`config.mk`:
```
export PLATFORM = sky130hd
export DESIGN_NAME = qdec_bin_sched
export DESIGN_NICKNAME = d
export VERILOG_FILES = /design/src/rtl/qdec_bin_sched.sv
export SDC_FILE = /design/constraint.sdc
export NUM_CORES = 1
export LEC_CHECK = 0
export BUFFER_PORTS_ARGS = -buffer_cell sky130_fd_sc_hd__buf_2
export CORE_MARGIN = 1.5
export CORE_UTILIZATION = 47
export DETAILED_ROUTE_END_ITERATION = 16
export PLACE_DENSITY_LB_ADDON = 0.2
export SYNTH_ARGS = -nofsm -noshare
export SYNTH_HDL_FRONTEND = slang
export SYNTH_SLANG_ARGS = --single-unit
export TNS_END_PERCENT = 1
```
`constraint.sdc`:
```
create_clock -name clk -period 11.33 [get_ports clk]
set_input_delay 1.133 -clock clk [delete_from_list [all_inputs] [get_ports clk]]
set_output_delay 1.133 -clock clk [all_outputs]
set_load 0.1 [all_outputs]
```
`src/rtl/qdec_bin_sched.sv`:
```
// Bin scheduler between two bin requesters and a CABAC-style arithmetic decoder.
// Owns the context table, arbitrates requests round-robin and writes back context updates.
module qdec_bin_sched #(
  parameter int NUM_CTX = 128,
  localparam int CTX_AW = $clog2(NUM_CTX)
) (
  input  logic                  clk,
  input  logic                  rst,
  input  logic                  sliceStart_vld,
  output logic                  sliceStart_rdy,
  input  logic                  ctxWr_en,
  input  logic [CTX_AW-1:0]     ctxWr_addr,
  input  logic [6:0]            ctxWr_data,
  input  logic [1:0]            req_vld,
  output logic [1:0]            req_rdy,
  input  logic [2*CTX_AW-1:0]   req_ctxIdx,
  input  logic [1:0]            req_bypass,
  output logic [1:0]            rsp_vld,
  input  logic [1:0]            rsp_rdy,
  output logic                  rsp_bin,
  output logic                  rsp_bytealign,
  output logic                  arith_EPMode,
  output logic                  arith_mps,
  output logic                  arith_init,
  output logic [5:0]            arith_ctxState,
  output logic                  arith_ctxState_vld,
  input  logic                  arith_ctxState_rdy,
  output logic                  arith_dec_run,
  input  logic                  arith_dec_rdy,
  input  logic                  arith_ruiBin,
  input  logic                  arith_ruiBin_vld,
  output logic                  arith_ruiBin_rdy,
  input  logic                  arith_ruiBin_bytealign,
  input  logic [5:0]            arith_ctxStateUpdate,
  input  logic                  arith_ctxStateUpdate_vld,
  output logic                  arith_ctxStateUpdate_rdy,
  output logic [3:0]            dbg_state_o
);

  // Handshakes: a transfer happens on a posedge where valid and ready are both 1;
  // the producer keeps valid and its payload stable until that edge.

  typedef enum logic [3:0] {
    S_IDLE      = 4'd0,
    S_WAIT_DATA = 4'd1,
    S_INIT      = 4'd2,
    S_READY     = 4'd3,
    S_RD        = 4'd4,
    S_ISSUE     = 4'd5,
    S_WAIT_BIN  = 4'd6,
    S_WB        = 4'd7,
    S_RESP      = 4'd8
  } state_t;

  state_t              state_q, state_d;
  logic                rr_q, rr_d;
  logic                gnt_q, gnt_d;
  logic [CTX_AW-1:0]   ctx_idx_q, ctx_idx_d;
  logic                bypass_q, bypass_d;
  logic                bin_q, bin_d;
  logic                align_q, align_d;
  logic [5:0]          upd_q, upd_d;

  logic [6:0]          ctx_mem [NUM_CTX];
  logic [6:0]          ctx_rd_q;

  logic                tbl_we;
  logic [CTX_AW-1:0]   tbl_waddr;
  logic [6:0]          tbl_wdata;

  logic                gnt_any;
  logic                gnt_sel;
  logic [CTX_AW-1:0]   ctx_sel;
  logic                new_mps;

  assign dbg_state_o = state_q;

  // The rr pointer names the requester that wins a tie.
  always_comb begin
    gnt_any = 1'b0;
    gnt_sel = rr_q;
    if (req_vld[rr_q]) begin
      gnt_any = 1'b1;
      gnt_sel = rr_q;
    end else if (req_vld[~rr_q]) begin
      gnt_any = 1'b1;
      gnt_sel = ~rr_q;
    end
  end

  assign ctx_sel = gnt_sel ? req_ctxIdx[2*CTX_AW-1:CTX_AW] : req_ctxIdx[CTX_AW-1:0];

  // MPS flips only when an LPS is decoded from the equiprobable state.
  assign new_mps = ((bin_q != ctx_rd_q[6]) && (ctx_rd_q[5:0] == 6'd0)) ? ~ctx_rd_q[6] : ctx_rd_q[6];

  always_comb begin
    state_d   = state_q;
    rr_d      = rr_q;
    gnt_d     = gnt_q;
    ctx_idx_d = ctx_idx_q;
    bypass_d  = bypass_q;
    bin_d     = bin_q;
    align_d   = align_q;
    upd_d     = upd_q;

    sliceStart_rdy           = 1'b0;
    req_rdy                  = 2'b00;
    rsp_vld                  = 2'b00;
    rsp_bin                  = 1'b0;
    rsp_bytealign            = 1'b0;
    arith_EPMode             = 1'b0;
    arith_mps                = 1'b0;
    arith_init               = 1'b0;
    arith_ctxState           = 6'd0;
    arith_ctxState_vld       = 1'b0;
    arith_dec_run            = 1'b0;
    arith_ruiBin_rdy         = 1'b0;
    arith_ctxStateUpdate_rdy = 1'b0;

    tbl_we    = 1'b0;
    tbl_waddr = ctxWr_addr;
    tbl_wdata = ctxWr_data;

    case (state_q)
      S_IDLE: begin
        sliceStart_rdy = 1'b1;
        tbl_we         = ctxWr_en;
        if (sliceStart_vld) state_d = S_WAIT_DATA;
      end
      S_WAIT_DATA: begin
        tbl_we = ctxWr_en;
        if (arith_dec_rdy) state_d = S_INIT;
      end
      S_INIT: begin
        tbl_we     = ctxWr_en;
        arith_init = 1'b1;
        state_d    = S_READY;
      end
      S_READY: begin
        tbl_we = ctxWr_en;
        // A pending slice start outranks any bin request.
        if (sliceStart_vld) begin
          sliceStart_rdy = 1'b1;
          state_d        = S_WAIT_DATA;
        end else if (gnt_any) begin
          req_rdy[gnt_sel] = 1'b1;
          gnt_d            = gnt_sel;
          rr_d             = ~gnt_sel;
          ctx_idx_d        = ctx_sel;
          bypass_d         = req_bypass[gnt_sel];
          state_d          = S_RD;
        end else begin
          sliceStart_rdy = 1'b1;
        end
      end
      S_RD: begin
        state_d = S_ISSUE;
      end
      S_ISSUE: begin
        if (arith_dec_rdy && (bypass_q || arith_ctxState_rdy)) begin
          arith_dec_run      = 1'b1;
          arith_EPMode       = bypass_q;
          arith_ctxState_vld = ~bypass_q;
          if (!bypass_q) begin
            arith_ctxState = ctx_rd_q[5:0];
            arith_mps      = ctx_rd_q[6];
          end
          state_d = S_WAIT_BIN;
        end
      end
      S_WAIT_BIN: begin
        arith_ruiBin_rdy         = 1'b1;
        arith_ctxStateUpdate_rdy = 1'b1;
        if (arith_ruiBin_vld) begin
          bin_d   = arith_ruiBin;
          align_d = arith_ruiBin_bytealign;
          // Without a fresh update the entry keeps its old state.
          upd_d   = arith_ctxStateUpdate_vld ? arith_ctxStateUpdate : ctx_rd_q[5:0];
          state_d = bypass_q ? S_RESP : S_WB;
        end
      end
      S_WB: begin
        tbl_we    = 1'b1;
        tbl_waddr = ctx_idx_q;
        tbl_wdata = {new_mps, upd_q};
        state_d   = S_RESP;
      end
      S_RESP: begin
        rsp_vld[gnt_q] = 1'b1;
        rsp_bin        = bin_q;
        rsp_bytealign  = align_q;
        if (rsp_rdy[gnt_q]) state_d = S_READY;
      end
      default: begin
        state_d = S_IDLE;
      end
    endcase
  end

  always_ff @(posedge clk) begin
    if (rst) begin
      state_q   <= S_IDLE;
      rr_q      <= 1'b0;
      gnt_q     <= 1'b0;
      ctx_idx_q <= '0;
      bypass_q  <= 1'b0;
      bin_q     <= 1'b0;
      align_q   <= 1'b0;
      upd_q     <= 6'd0;
    end else begin
      state_q   <= state_d;
      rr_q      <= rr_d;
      gnt_q     <= gnt_d;
      ctx_idx_q <= ctx_idx_d;
      bypass_q  <= bypass_d;
      bin_q     <= bin_d;
      align_q   <= align_d;
      upd_q     <= upd_d;
    end
  end

  // Context table is not cleared by reset; a reset cycle blocks any write.
  always_ff @(posedge clk) begin
    if (tbl_we && !rst) ctx_mem[tbl_waddr] <= tbl_wdata;
    if ((state_q == S_RD) && !bypass_q) ctx_rd_q <= ctx_mem[ctx_idx_q];
  end

endmodule

```
==> results.sh <==
export IMPL_status="finished, final reports clean"
export IMPL_coreArea_sq_mm=0.0763
export IMPL_num_rows=101
export IMPL_relSlewSlack=0.155
export IMPL_power_mw=7.31
export IMPL_synth_top_area_frac=0.745
export IMPL_drcViolationCount=0
export IMPL_worstSetupPathType="reg2reg"
export IMPL_ctsResizeCount=0
export IMPL_final_hold_viol_count=0
export IMPL_start_util=0.477
export IMPL_ant_nets=0
export IMPL_max_freq_mhz=211
export IMPL_setup_worst_path_start="ctx_idx_q[0]"
export IMPL_dr_total_vias=17130
export IMPL_cts_hold_fix_buffers=0
export IMPL_die_h_um=281
export IMPL_dp_hpwl_mm=49.9
export IMPL_grtUsageTotal=0.215
export IMPL_yosys_cell_types_count=40
export IMPL_antenna_found_initial=2
export IMPL_yosysSeqAreaShare=0.757
export IMPL_grt_ovfl_total=0
export IMPL_worstPathArrival_ns=5.11
export IMPL_yosys_warnings=0
export IMPL_wl_per_cell_um=29.2
export IMPL_cts_clk_slew_worst_paths_ns=0.06
export IMPL_vdd_drop_max_mv=0.115
export IMPL_synth_nets=1697
export IMPL_rr_worst_depth=6
export IMPL_final_cell_mix="903 x edfxtp_1, 294 x mux4_2, 157 x nor2_1"
export IMPL_die_w_um=281
export IMPL_crit_fanout=44
export IMPL_drt_pass1_iterations=6
export IMPL_slew_violations=0
export IMPL_drtIter0Drc=1723
export IMPL_rsz0062_at_grt="no"
export IMPL_syn_to_final_growth_pct=12.7
export IMPL_synth_top_cell_by_area="edfxtp_1"
export IMPL_grt_max_degree=109
export IMPL_fin_setup_tns_ns=0
export IMPL_p_leak_nw=12.3
export IMPL_drt_total_wl_mm=83.3
export IMPL_max_clock_path_buffers=3
export IMPL_r2r_slack_ns=6.60
export IMPL_htree_num_levels=3
export IMPL_clk_latency_ns=0.63
export IMPL_end_kind="flip-flop"
export IMPL_crit_required_ns=11.71
export IMPL_tightest_slew_ns=1.23
export IMPL_reg2reg_to="ctx_rd_q[0]"
export IMPL_place_congestion=0.813
export IMPL_period_share=0.417
export IMPL_ys_async_sr_fraction=0
export IMPL_synth_edf_count=903
export IMPL_fin_nets=1796
export IMPL_hold_class="reg2reg"
export IMPL_diodes=0
export IMPL_synth_main_ff_cell="edfxtp_1"
export IMPL_io_pins=74
export IMPL_postCtsSetupRepairBufs=0
export IMPL_drive_gt1_frac=0.302
export IMPL_io_buffers=73
export IMPL_syn_inst=1647
export IMPL_start_kind="flip-flop"
export IMPL_layout_commonest_cell="edfxtp_1"
export IMPL_final_setup_skew_ns=0.0281
export IMPL_numCtsBuffers=90
export IMPL_post_route_min_period_ns=4.73
export IMPL_setup_viol=0
export IMPL_clkSinkCount=925
export IMPL_grt_pass1_wl_mm=122
export IMPL_synthTopCellsByArea="edfxtp_1 75%, mux4_2 18%, nor2_1 1.6%"
export IMPL_power_per_cell_area_mw_per_mm2=178
export IMPL_placed_area_sq_mm=0.0379
export IMPL_r2r_start="ctx_idx_q[0]"
export IMPL_cap_violations=0
export IMPL_grt_pass1_vias=17186
export IMPL_synth_seq_cells=925
export IMPL_register_area_sq_mm=0.0276
export IMPL_root_buffer="clkbuf_16"
export IMPL_syn_area_sq_mm=0.0364
export IMPL_fp_dieArea_sq_mm=0.0791
export IMPL_crit_path_end="ctx_rd_q[0]"
export IMPL_tritoncts="done"
export IMPL_n_fill_cell=5828
export IMPL_multi_input_area_sq_mm=0.00846
export IMPL_final_area_sq_mm=0.0410
export IMPL_avgViaCountPerCell=6.01
export IMPL_synth_area_per_cell_sq_um=22.1
## kinds of logic (layout without fill, tap and decap cells)
logic type      Yosys count  after routing  synth area share
compound gates           40             40           0.00842
buf+inv                 104            278            0.0119
flops                   925            925             0.757
mux                     332            332             0.193
simple gates            246            246            0.0294
## critical path, cell delays in order (launching register included)
cell     delay [ns]
dfxtp_4        0.85
buf_4          0.79
buf_4          0.82
mux4_2         0.60
mux4_2         0.56
mux4_2         0.49
mux2_2         0.28
## state kept, by name (all words and copies together) (netlist names)
register / count
ctx_mem: 896
align_q: 1
upd_q: 6
ctx_rd_q: 7
dbg_state_o: 4
bin_q: 1
bypass_q: 1
ctx_idx_q: 7
rr_q: 1
gnt_q: 1
## how the worst min path moves through the flow
| stage | from | end | slack [ns] | cells past startpoint |
|---|---|---|---|---|
| global route | upd_q[2] | upd_q[2] | 0.53 | 2 |
| detailed placement | upd_q[2] | upd_q[2] | 0.49 | 2 |
| finish | upd_q[3] | upd_q[3] | 0.50 | 2 |
| floorplan | align_q | align_q | 0.45 | 2 |
| CTS | upd_q[5] | upd_q[5] | 0.50 | 2 |
| global placement | align_q | align_q | 0.47 | 2 |
## where the power goes
| part | total, mW | switching, mW | internal, mW |
|---|---|---|---|
| Clock | 3.10 | 1.24 | 1.86 |
| Sequential | 3.80 | 0.0332 | 3.77 |
| Combinational | 0.409 | 0.265 | 0.144 |
| Total | 7.31 | 1.54 | 5.77 |
## cell usage after synthesis (2+ instances only)
master	number
edfxtp_1	903
mux4_2	294
nor2_1	157
clkbuf_1	58
nand2_1	33
buf_2	22
dfxtp_1	22
mux2i_1	20
mux2_2	18
nand3_1	14
nand2b_1	13
a211oi_1	11
and2_1	11
inv_1	11
buf_1	10
a222oi_1	8
o21ai_0	6
a21oi_1	4
a31oi_1	3
nand4_1	3
nor3b_1	3
and3_1	2
buf_4	2
nor4b_1	2
nor4bb_1	2
## per-stage QoR
| step | instances | worst slack (ns) | util | hold WS (ns) |
|---|---|---|---|---|
| floorplan | 1647 | 2.96 | - | 0.452 |
| global placement | 2684 | 6.51 | 0.497 | 0.473 |
| detailed placement | 2684 | 6.46 | 0.497 | 0.493 |
| CTS | 2851 | 6.45 | 0.537 | 0.501 |
| global route | 2851 | 6.23 | 0.537 | 0.532 |
| finish | 2851 | 6.60 | 0.537 | 0.503 |
## cell type report
type                       instances  share of cell area
tap                             1030              0.0314
clock buffer                     109              0.0582
multi-input combinational        618               0.206
sequential                       925               0.672
clock inverter                    58              0.0164
inverter                          11             0.00101
timing repair buffer             100              0.0142
## routing by layer
layer  GRT usage  part of all wire  vias to the layer above
met5           0           0.00016                        -
met4      0.0554             0.022                        2
met3      0.0394             0.074                      113
met2       0.338              0.48                      721
met1       0.314              0.43                     9156
li1            -                 -                     7138
Note: power is estimated with default switching activity, not from simulation.
